`src/rtl/ov7670_pkg.sv`:
```
// Shared types for the OV7670 capture path.
//   capture_state_t : capture FSM states (SYNC, VBLANK, ACTIVE)
//   rgb565_t        : packed RGB565 pixel, shared with frame_buffer and readers
package ov7670_pkg;

  typedef enum logic [1:0] {
    SYNC   = 2'd0,
    VBLANK = 2'd1,
    ACTIVE = 2'd2
  } capture_state_t;

  typedef struct packed {
    logic [4:0] r;
    logic [5:0] g;
    logic [4:0] b;
  } rgb565_t;

endpackage

```
`src/rtl/ov7670_byte_pair.sv`:
```
// Pairs consecutive camera bytes into RGB565 pixels.
//   pclk, rst_n : pixel clock, async active-low reset
//   en          : pairing enabled (frame active and vsync low)
//   href, din   : camera line-valid and data bus
//   pix_valid   : low byte present this cycle, pix is complete
//   pix         : {held high byte, din}
//   line_end    : href falling edge sampled this cycle
import ov7670_pkg::*;

module ov7670_byte_pair (
  input  logic       pclk,
  input  logic       rst_n,
  input  logic       en,
  input  logic       href,
  input  logic [7:0] din,
  output logic       pix_valid,
  output rgb565_t    pix,
  output logic       line_end
);

  logic       phase;
  logic [7:0] hi;
  logic       href_d;

  // Phase is cleared whenever href (or en) is low, so every line starts on a
  // high byte and an unpaired trailing byte is simply forgotten.
  always_ff @(posedge pclk or negedge rst_n) begin
    if (!rst_n) begin
      phase  <= 1'b0;
      hi     <= '0;
      href_d <= 1'b0;
    end else begin
      href_d <= href;
      if (en && href) begin
        phase <= ~phase;
        if (!phase) hi <= din;
      end else begin
        phase <= 1'b0;
      end
    end
  end

  assign pix_valid = en && href && phase;
  assign pix       = rgb565_t'({hi, din});
  assign line_end  = en && href_d && !href;

endmodule

```
`src/rtl/ov7670_capture.sv`:
```
// OV7670 capture front end, pclk domain only.
//   pclk, rst_n        : pixel clock, async active-low reset
//   vsync, href, din   : camera sync and data inputs
//   we, wAddr, wData   : frame_buffer write port (registered)
//   frame_active       : capture FSM in ACTIVE
//   frame_done         : one-cycle pulse at end of each frame
//   overflow           : a kept pixel was dropped past the last address
import ov7670_pkg::*;

module ov7670_capture #(
  parameter int IMG_WIDTH  = 160,
  parameter int IMG_HEIGHT = 120,
  parameter int SCALE      = 1,
  parameter int ADDR_WIDTH = $clog2(IMG_WIDTH*IMG_HEIGHT)
) (
  input  logic                  pclk,
  input  logic                  rst_n,
  input  logic                  vsync,
  input  logic                  href,
  input  logic [7:0]            din,
  output logic                  we,
  output logic [ADDR_WIDTH-1:0] wAddr,
  output logic [15:0]           wData,
  output logic                  frame_active,
  output logic                  frame_done,
  output logic                  overflow
);

  // One spare bit so the counter can hold IMG_WIDTH*IMG_HEIGHT itself
  // (the saturation value) even when that is an exact power of two.
  localparam int CW = ADDR_WIDTH + 1;
  localparam logic [CW-1:0] ADDR_MAX = CW'(IMG_WIDTH*IMG_HEIGHT);
  localparam logic [15:0]   SMASK    = 16'(SCALE - 1);

  capture_state_t state, next_state;

  logic [CW-1:0] addr;
  logic [15:0]   col;
  logic [15:0]   row;
  logic          pix_valid;
  rgb565_t       pix;
  logic          line_end;
  logic          pair_en;
  logic          frame_start;
  logic          frame_end;
  logic          keep;

  always_ff @(posedge pclk or negedge rst_n) begin
    if (!rst_n) state <= SYNC;
    else        state <= next_state;
  end

  always_comb begin
    next_state = state;
    case (state)
      SYNC:    if (vsync)  next_state = VBLANK;
      VBLANK:  if (!vsync) next_state = ACTIVE;
      ACTIVE:  if (vsync)  next_state = VBLANK;
      default: next_state = SYNC;
    endcase
  end

  assign frame_start = (state == VBLANK) && !vsync;
  assign frame_end   = (state == ACTIVE) && vsync;
  // vsync sampled high ends the frame on that same edge, so nothing it
  // carries may be paired.
  assign pair_en     = (state == ACTIVE) && !vsync;
  assign keep        = ((col & SMASK) == '0) && ((row & SMASK) == '0);

  ov7670_byte_pair u_byte_pair (
    .pclk      (pclk),
    .rst_n     (rst_n),
    .en        (pair_en),
    .href      (href),
    .din       (din),
    .pix_valid (pix_valid),
    .pix       (pix),
    .line_end  (line_end)
  );

  always_ff @(posedge pclk or negedge rst_n) begin
    if (!rst_n) begin
      addr       <= '0;
      col        <= '0;
      row        <= '0;
      we         <= 1'b0;
      wAddr      <= '0;
      wData      <= '0;
      frame_done <= 1'b0;
      overflow   <= 1'b0;
    end else begin
      we         <= 1'b0;
      frame_done <= frame_end;
      if (frame_start) begin
        addr     <= '0;
        col      <= '0;
        row      <= '0;
        overflow <= 1'b0;
      end else if (pix_valid) begin
        col <= col + 16'd1;
        if (keep) begin
          if (addr == ADDR_MAX) begin
            overflow <= 1'b1;
          end else begin
            we    <= 1'b1;
            wAddr <= addr[ADDR_WIDTH-1:0];
            wData <= pix;
            addr  <= addr + CW'(1);
          end
        end
      end else if (line_end) begin
        col <= '0;
        row <= row + 16'd1;
      end
    end
  end

  assign frame_active = (state == ACTIVE);

endmodule

```
`config.mk`:
```
export PLATFORM = sky130hd
export DESIGN_NAME = ov7670_capture
export DESIGN_NICKNAME = d
export VERILOG_FILES = /design/src/rtl/ov7670_pkg.sv /design/src/rtl/ov7670_byte_pair.sv /design/src/rtl/ov7670_capture.sv
export SDC_FILE = /design/constraint.sdc
export NUM_CORES = 1
export LEC_CHECK = 0
export BUFFER_PORTS_ARGS = -buffer_cell sky130_fd_sc_hd__buf_2
export CORE_UTILIZATION = 26
export CTS_CLUSTER_SIZE = 14
export DETAILED_ROUTE_END_ITERATION = 7
export GPL_TIMING_DRIVEN = 0
export PLACE_DENSITY = 0.53
export SYNTH_ARGS = -nofsm -noshare
export SYNTH_HDL_FRONTEND = slang
export SYNTH_SLANG_ARGS = --single-unit
```
`constraint.sdc`:
```
create_clock -name pclk -period 5.3 [get_ports pclk]
set_input_delay 0.53 -clock pclk [delete_from_list [all_inputs] [get_ports pclk]]
set_output_delay 0.53 -clock pclk [all_outputs]
set_load 0.05 [all_outputs]
```
==> results of run 1 <==
==> cell usage after synthesis, drive strengths merged, types with 2 or more instances <==
cell	n
nor2b	3
a221o	3
nor3	3
or4	3
nand4	3
clkbuf	2
inv	2
a21oi	7
nand3	8
o31ai	4
buf	6
nand2b	2
nand2	13
or3	2
dfrtp	61
mux2	40
and3	4
nor2	4
nor4	5
mux2i	5
and2	2
ha	2
nor4b	2
o21ai	3
and4	2
==> cell usage in the layout, fill, tap and decap left out, types with 4 or more instances in the layout <==
cell,instances
nand2_1,12
o31ai_1,4
mux2_2,11
nand3_1,8
buf_2,47
mux2_1,5
mux2_4,24
a21oi_1,7
clkbuf_8,10
dfrtp_1,61
nor4_1,5
mux2i_1,5
and3_1,4
==> sequential cells by signal, summed over array words and instances (netlist names) <==
register and flops:
u_byte_pair.phase 1, wAddr 15, frame_done 1, wData 16, u_byte_pair.hi 8, overflow 1, addr 16, state 2
we 1
==> per-stage QoR <==
step	hold WS, ps	setup slack, ps	cells
after floorplan	234	3350	200
after global placement	465	2840	382
after detailed placement	469	2780	382
after CTS	386	2960	397
after global routing	330	2920	397
final	258	3020	397
==> cell families after synthesis <==
logic type	Yosys count	share of synthesized area, %
AND/OR/NAND/NOR	61	13.8
buffers and inverters	10	2.47
XOR/XNOR	2	0.641
flip-flops	61	55.8
AO/OA/AOI/OAI	19	4.71
adder cells (fa/ha/maj)	2	0.915
multiplexers	45	21.6
==> worst paths after layout <==
check                                startpoint                            end  slack, ps  depth (start not counted)
min reg2reg                wData[2]$_DFFE_PN0P_           wData[2]$_DFFE_PN0P_        490                          1
min in group pclk                         vsync           state[1]$_DFFE_PN0P_        400                          2
max                         addr[0]$_DFFE_PN0P_          wData[11]$_DFFE_PN0P_       3020                          8
min                                       rst_n  u_byte_pair.hi[0]$_DFFE_PN0P_        260                          1
max in group asynchronous                 rst_n            addr[9]$_DFFE_PN0P_       4520                          1
max reg2reg                 addr[0]$_DFFE_PN0P_          wData[11]$_DFFE_PN0P_       3020                          8
==> cell type report <==
type	instances	area share (%)
Multi-Input combinational cell	129	34.5
Buffer	8	1.82
Clock buffer	11	4.28
Sequential cell	61	46.2
Tap cell	136	5.15
Timing Repair Buffer	46	7.05
Clock inverter	4	0.758
Inverter	2	0.227
==> worst reg2reg max path, delay by kind of cell, from the launching register on <==
family | cells | cell delay [ps]
fa+ha+maj | 1 | 200
buf+inv | 3 | 470
flops | 1 | 450
mux | 1 | 320
simple gates | 3 | 730
==> power by group through the flow <==
stage / Combinational, W / Clock (W) / Sequential [W]
after detailed placement: 0.0000857 / 0 / 0.000523
after global routing: 0.0000933 / 0.000388 / 0.000519
after CTS: 0.0000861 / 0.000370 / 0.000514
after floorplan: 0.0000395 / 0 / 0.000538
final: 0.0000842 / 0.000355 / 0.000514
after global placement: 0.0000838 / 0 / 0.000521
==> layer usage <==
metal / wire (microns) / vias up / part of all wire (%) / track usage [%]
met4: 74 / 0 / 1.3 / 3.37
met1: 2680 / 846 / 48 / 14.8
li1: - / 856 / - / -
met5: 0 / - / 0 / 0
met2: 2400 / 60 / 43 / 16.3
met3: 424 / 10 / 7.6 / 4.80
==> results.md, run 1 <==
- # DRC: 0
- Syn Std Cell Area: around 2700 sq um
- Post-cts resize count: 0
- Drt first-iter violations: 66
- CTS H-tree lvls: 3
- Synth Net Count: approximately 210
- CP max-delay cell: dfrtp_1
- Largest net degree at the start of global routing: a little over 60
- Routed length per instance: 14.0 microns
- Power Total: between 0.0009 and 0.001 W
- Seq/Total Area, Yosys: ~56%
- Setup TNS: 0 ps
- RSZ-0062 raised after global routing: no
- Vias after detailed routing: ~1800
- WP data required: ~5500 ps
- I/O pin cnt: between 40 and 50
- Actual slew at the worst max-slew pin: roughly 1300 ps
- Register area: 1530 sq um
- Area share of the largest cell type after synthesis: between 50 and 60%
- Root buffer cell: clkbuf_8
- Hold_buf cts: 0
- TritonCTS Buffers: 9
- Die area: 10900 sq um
- DR vias/cell: between 4 and 5
- Core Util, Final: about a third
- Crit path buf inv count: 3
- Peak Freq: 0.438 GHz
- Worst-path maximum fanout: 10
- Synth async-reset ratio: 100%
- Area of the multi-input gates: approximately 1100 sq um
- Net Sw Frac: 25.5%
- Startpoint types: flop
- P_sw: 0.000243 W
- PD cells: roughly 290 nW/um^2
- # setup viols final: 0
- CTS tree: done
- Port Buf Inserts: between 40 and 50
- Area grow syn2layout: 20.8%
- Final number of max-transition violations: 0
- Residual overflow from global routing: 0
- Leading area contributor after synthesis: dfrtp_1
- Vias in the first global route: 1820
- #FFs+latches synth: a little over 60
- MaxCap Viol Count: 0
- EDFF count, synth: 0
- Top post-synthesis cells by area: dfrtp_1, mux2_4, mux2_2
- Top delay family on crit path: simple AND/OR/NAND/NOR gates
- Clk buf depth: 2
- Distinct cells, synth: 42
- GRT Overall Usage: between 10% and 20%
- Min-delay worst type: primary input to async pin
- Post-Syn Instances: 200
- WS Path Type: flop to flop
- Final net count: about 270
- Chip height: roughly 100 microns
- CTS Sinks: roughly 60
- Part of the power in registers: 53.9%
- Antenna violations before repair: 0
- Chip Width: 105 microns
- Post-CTS setup buffers: 0
- Post-route design area: 3300 sq um
- FP Rows: 37
- Detailed Routing Iterations Pass 1: 4
- LEAKAGE: between 1.5 and 2 nW
- Filler cells: roughly 1100
- Worst setup EP type: flop
- CP max stage delay: between 400 and 500 ps
- DPL Wire Length: ~3700 microns
- Combinational Power Share: slightly below 9%
- Final critical-path share of the clock period: a little over two fifths
- Worst-Skew Late Latency: ~340 ps
- Fin crit period: 2280 ps
- Worst-path clk slew: about 70 ps
- Syn. warnings: 0
- Final Hold Viols: 0
- Clock network fraction of design power: 37.2%
- Worst EP arrival: ~2500 ps
- Max Clock Skew: a little under 9 ps
- Core Box Area: 10300 sq um
- First-pass GRT wire length: 9480 microns
- # diodes: 0
- Layout cell share with drive strength beyond 1: roughly two fifths
- Critical Path, Cell by Cell: inv_1, ha_1, and3b_1, and4_1, buf_4, nor2_4, buf_6, mux2_4
- Primary FF master, synth: dfrtp_1
- Final WL: approximately 5600 microns
- Initial Util: between 20% and 30%
- Relative slew slack: 13.9%
- Dpl cell area: around 3100 sq um
- P_int: 0.000710 W
- GP Congestion: around 0.76
- Final ANT Viol Nets: 0
- Status: finished, final reports clean
- Mapped Avg Cell Area: 13.7 sq um
- VDD IR max: about 170 uV
No activity file was read; power rests on OpenSTA's default activity.
==> run 2: changes to the inputs <==
Clock period 5.3 ns to 2.2 ns, I/O delays scaled along.
==> run 2 against run 1 <==
  * The run now ends with hold timing left
  * Combinational power up 140%
  * Final area up 1.2%
  * Hold slack worse by 310 ps
  * Sequential share of layout area down 0.54 points
  * Critical path type unchanged
  * Largest cell class unchanged
  * Largest power group unchanged
==> results.md, run 2 (synthesis results as in run 1) <==
- Worst r2r dst: wData[0]$_DFFE_PN0P_
- VDD IR max: 429 uV (+150%)
- Die area: 10900 sq um (unchanged)
- Final critical-path share of the clock period: 94.5% (+51 points)
- Detailed Routing Iterations Pass 1: 4 (unchanged)
- Top delay family on crit path: simple AND/OR/NAND/NOR gates
- Vias after detailed routing: 1784 (+0.68%)
- Worst-path maximum fanout: 6 (-4)
- WHS: -54.2 ps (-312 ps)
- TritonCTS Buffers: 9 (unchanged)
- Most frequent cells in the layout: dfrtp_1, buf_2, mux2_4, nand2_1, mux2_2
- Area grow syn2layout: 22.2%
- CTS tree: done
- Max Clock Skew: 9.05 ps (+0.212 ps)
- CTS H-tree lvls: 3 (unchanged)
- Failing checks: hold timing
- PD cells: 689 nW/um^2 (+140%)
- Final net count: 273 (+0.74%)
- Chip height: 105 microns (unchanged)
- Drt first-iter violations: 70 (+6.1%)
- Vias in the first global route: 1825 (+0.27%)
- Commonest non-fill, non-tap cell in the layout: dfrtp_1
- Chip Width: 105 microns (unchanged)
- P_int: 0.00171 W (+140%)
- Root buffer cell: clkbuf_8
- Routed length per instance: 14.2 microns (+1.0%)
- Worst-Skew Late Latency: 340 ps (about the same)
- Port Buf Inserts: 46 (unchanged)
- Biggest regs: addr (16), wData (16), wAddr (15)
- MaxCap Viol Count: 0 (unchanged)
- Most used cell, CP: buf_4
- Relative slew slack: 48.4% (+34 points)
- Largest net degree at the start of global routing: 62 (unchanged)
- RSZ-0062 raised after global routing: no
- CP max stage delay: 450 ps (about the same)
- Clock network fraction of design power: 37.4% (+0.2 points)
- CTS Sinks: 61 (unchanged)
- # diodes: 0 (unchanged)
- Residual overflow from global routing: 0 (unchanged)
- Part of the power in registers: 53.8% (about the same)
- Flop-to-flop setup slack: 120 ps (-2900 ps)
- Final Hold Viols: 61 (+61)
- Core Box Area: 10300 sq um (unchanged)
- GP Congestion: 0.757 (unchanged)
- FP Rows: 37 (unchanged)
- Startpoint types: flop
- Clk buf depth: 2 (unchanged)
- Power Total: 0.00230 W (+140%)
- WS Path Type: flop to flop
- Status: finished with violations
- Crit path buf inv count: 3 (unchanged)
- Dpl cell area: 3130 sq um (unchanged)
- Initial Util: 26.6% (unchanged)
- Final ANT Viol Nets: 0 (unchanged)
- CP max-delay cell: dfrtp_1
- Antenna violations before repair: 0 (unchanged)
- Post-route design area: 3340 sq um (+1.2%)
- I/O pin cnt: 47 (unchanged)
- Combinational Power Share: 8.8% (about the same)
- Final WL: 5660 microns (+1.5%)
- DR vias/cell: 4.47 (+0.17%)
- Peak Freq: 0.481 GHz (+9.8%)
- P_sw: 0.000592 W (+140%)
- Worst setup EP type: flop
- Worst r2r path cells: 8 (unchanged)
- # setup viols final: 0 (unchanged)
- Net Sw Frac: 25.7% (+0.20 points)
- Layout cell share with drive strength beyond 1: 43.3% (+2.0 points)
- GRT Overall Usage: 11.1% (+0.013 points)
- LEAKAGE: 1.62 nW (+0.74%)
- # DRC: 0 (unchanged)
- Final number of max-transition violations: 0 (unchanged)
- Actual slew at the worst max-slew pin: 774 ps (-515 ps)
- Worst-path clk slew: 70 ps (about the same)
- Reg-to-Reg Start: addr[0]$_DFFE_PN0P_
- Hold_buf cts: 0 (unchanged)
- Area of the multi-input gates: 1160 sq um (+2.1%)
- WP data required: 2430 ps (-3100 ps)
- Filler cells: 1045 (-0.57%)
- Min-delay worst type: primary input to async pin
- Worst EP arrival: 2310 ps (-200 ps)
- DPL Wire Length: 3740 microns (unchanged)
- First-pass GRT wire length: 9510 microns (+0.30%)
- Critical Path, Cell by Cell: inv_1, ha_1, and3b_1, and4_1, buf_4, nor2_4, buf_4, mux2_2
- Fin crit period: 2080 ps (-204 ps)
- Register area: 1530 sq um (unchanged)
- Setup TNS: 0 ps (unchanged)
[run 2: changes by cell type in the layout (fill, tap and decap cells not counted), sizes merged]
cell | before | now
buf | 52 | 54
[run 2: metal layers]
layer | share of wire (%) | global-route usage, % | vias up | routed length, microns
met5 | 0 | 0 | - | 0
met3 | 7.4 | 4.74 | 8 | 417
met1 | 47 | 14.6 | 866 | 2670
li1 | - | - | 855 | -
met2 | 44 | 16.6 | 55 | 2520
met4 | 1.0 | 3.37 | 0 | 57
[run 2: layout make-up]
class	instances	share of cell area, %
Clock buffer	11	4.23
Multi-Input combinational cell	129	34.8
Inverter	2	0.225
Buffer	8	1.80
Clock inverter	4	0.749
Sequential cell	61	45.7
Tap cell	136	5.09
Timing Repair Buffer	48	7.41
[run 2: what timing repair did]
item	in CTS	in global routing
setup buffers	2	0
cloned	0	0
gates resized for setup	1	3
pin swaps	1	0
setup endpoints to repair	28	2
[run 2: power groups by stage]
stage	Sequential [W]	Clock (W)	Combinational, W
finish	0.00124	0.000861	0.000204
CTS	0.00124	0.000891	0.000208
global placement	0.00126	0	0.000202
floorplan	0.00130	0	0.0000951
detailed placement	0.00126	0	0.000207
global route	0.00125	0.000934	0.000226
[run 2: metrics by stage]
stage / utilization, % / instances / worst slack (ps)
floorplan: - / 200 / 252
global placement: 30.5 / 382 / -54.3
detailed placement: 30.5 / 382 / -99.1
CTS: 32.3 / 399 / 110
global route: 32.5 / 399 / 20.1
finish: 32.5 / 399 / 122
[run 2: how the worst max path moves through the flow]
stage / slack (ps) / depth (start not counted) / end / start
final: 120 / 8 / wData[0]$_DFFE_PN0P_ / addr[0]$_DFFE_PN0P_
after global routing: 20 / 8 / wData[5]$_DFFE_PN0P_ / addr[0]$_DFFE_PN0P_
after global placement: -50 / 8 / wAddr[0]$_DFFE_PN0P_ / addr[0]$_DFFE_PN0P_
after CTS: 110 / 8 / wData[0]$_DFFE_PN0P_ / addr[0]$_DFFE_PN0P_
after floorplan: 250 / 8 / wAddr[0]$_DFFE_PN0P_ / addr[0]$_DFFE_PN0P_
after detailed placement: -100 / 3 / addr[6]$_DFFE_PN0P_ / state[1]$_DFFE_PN0P_
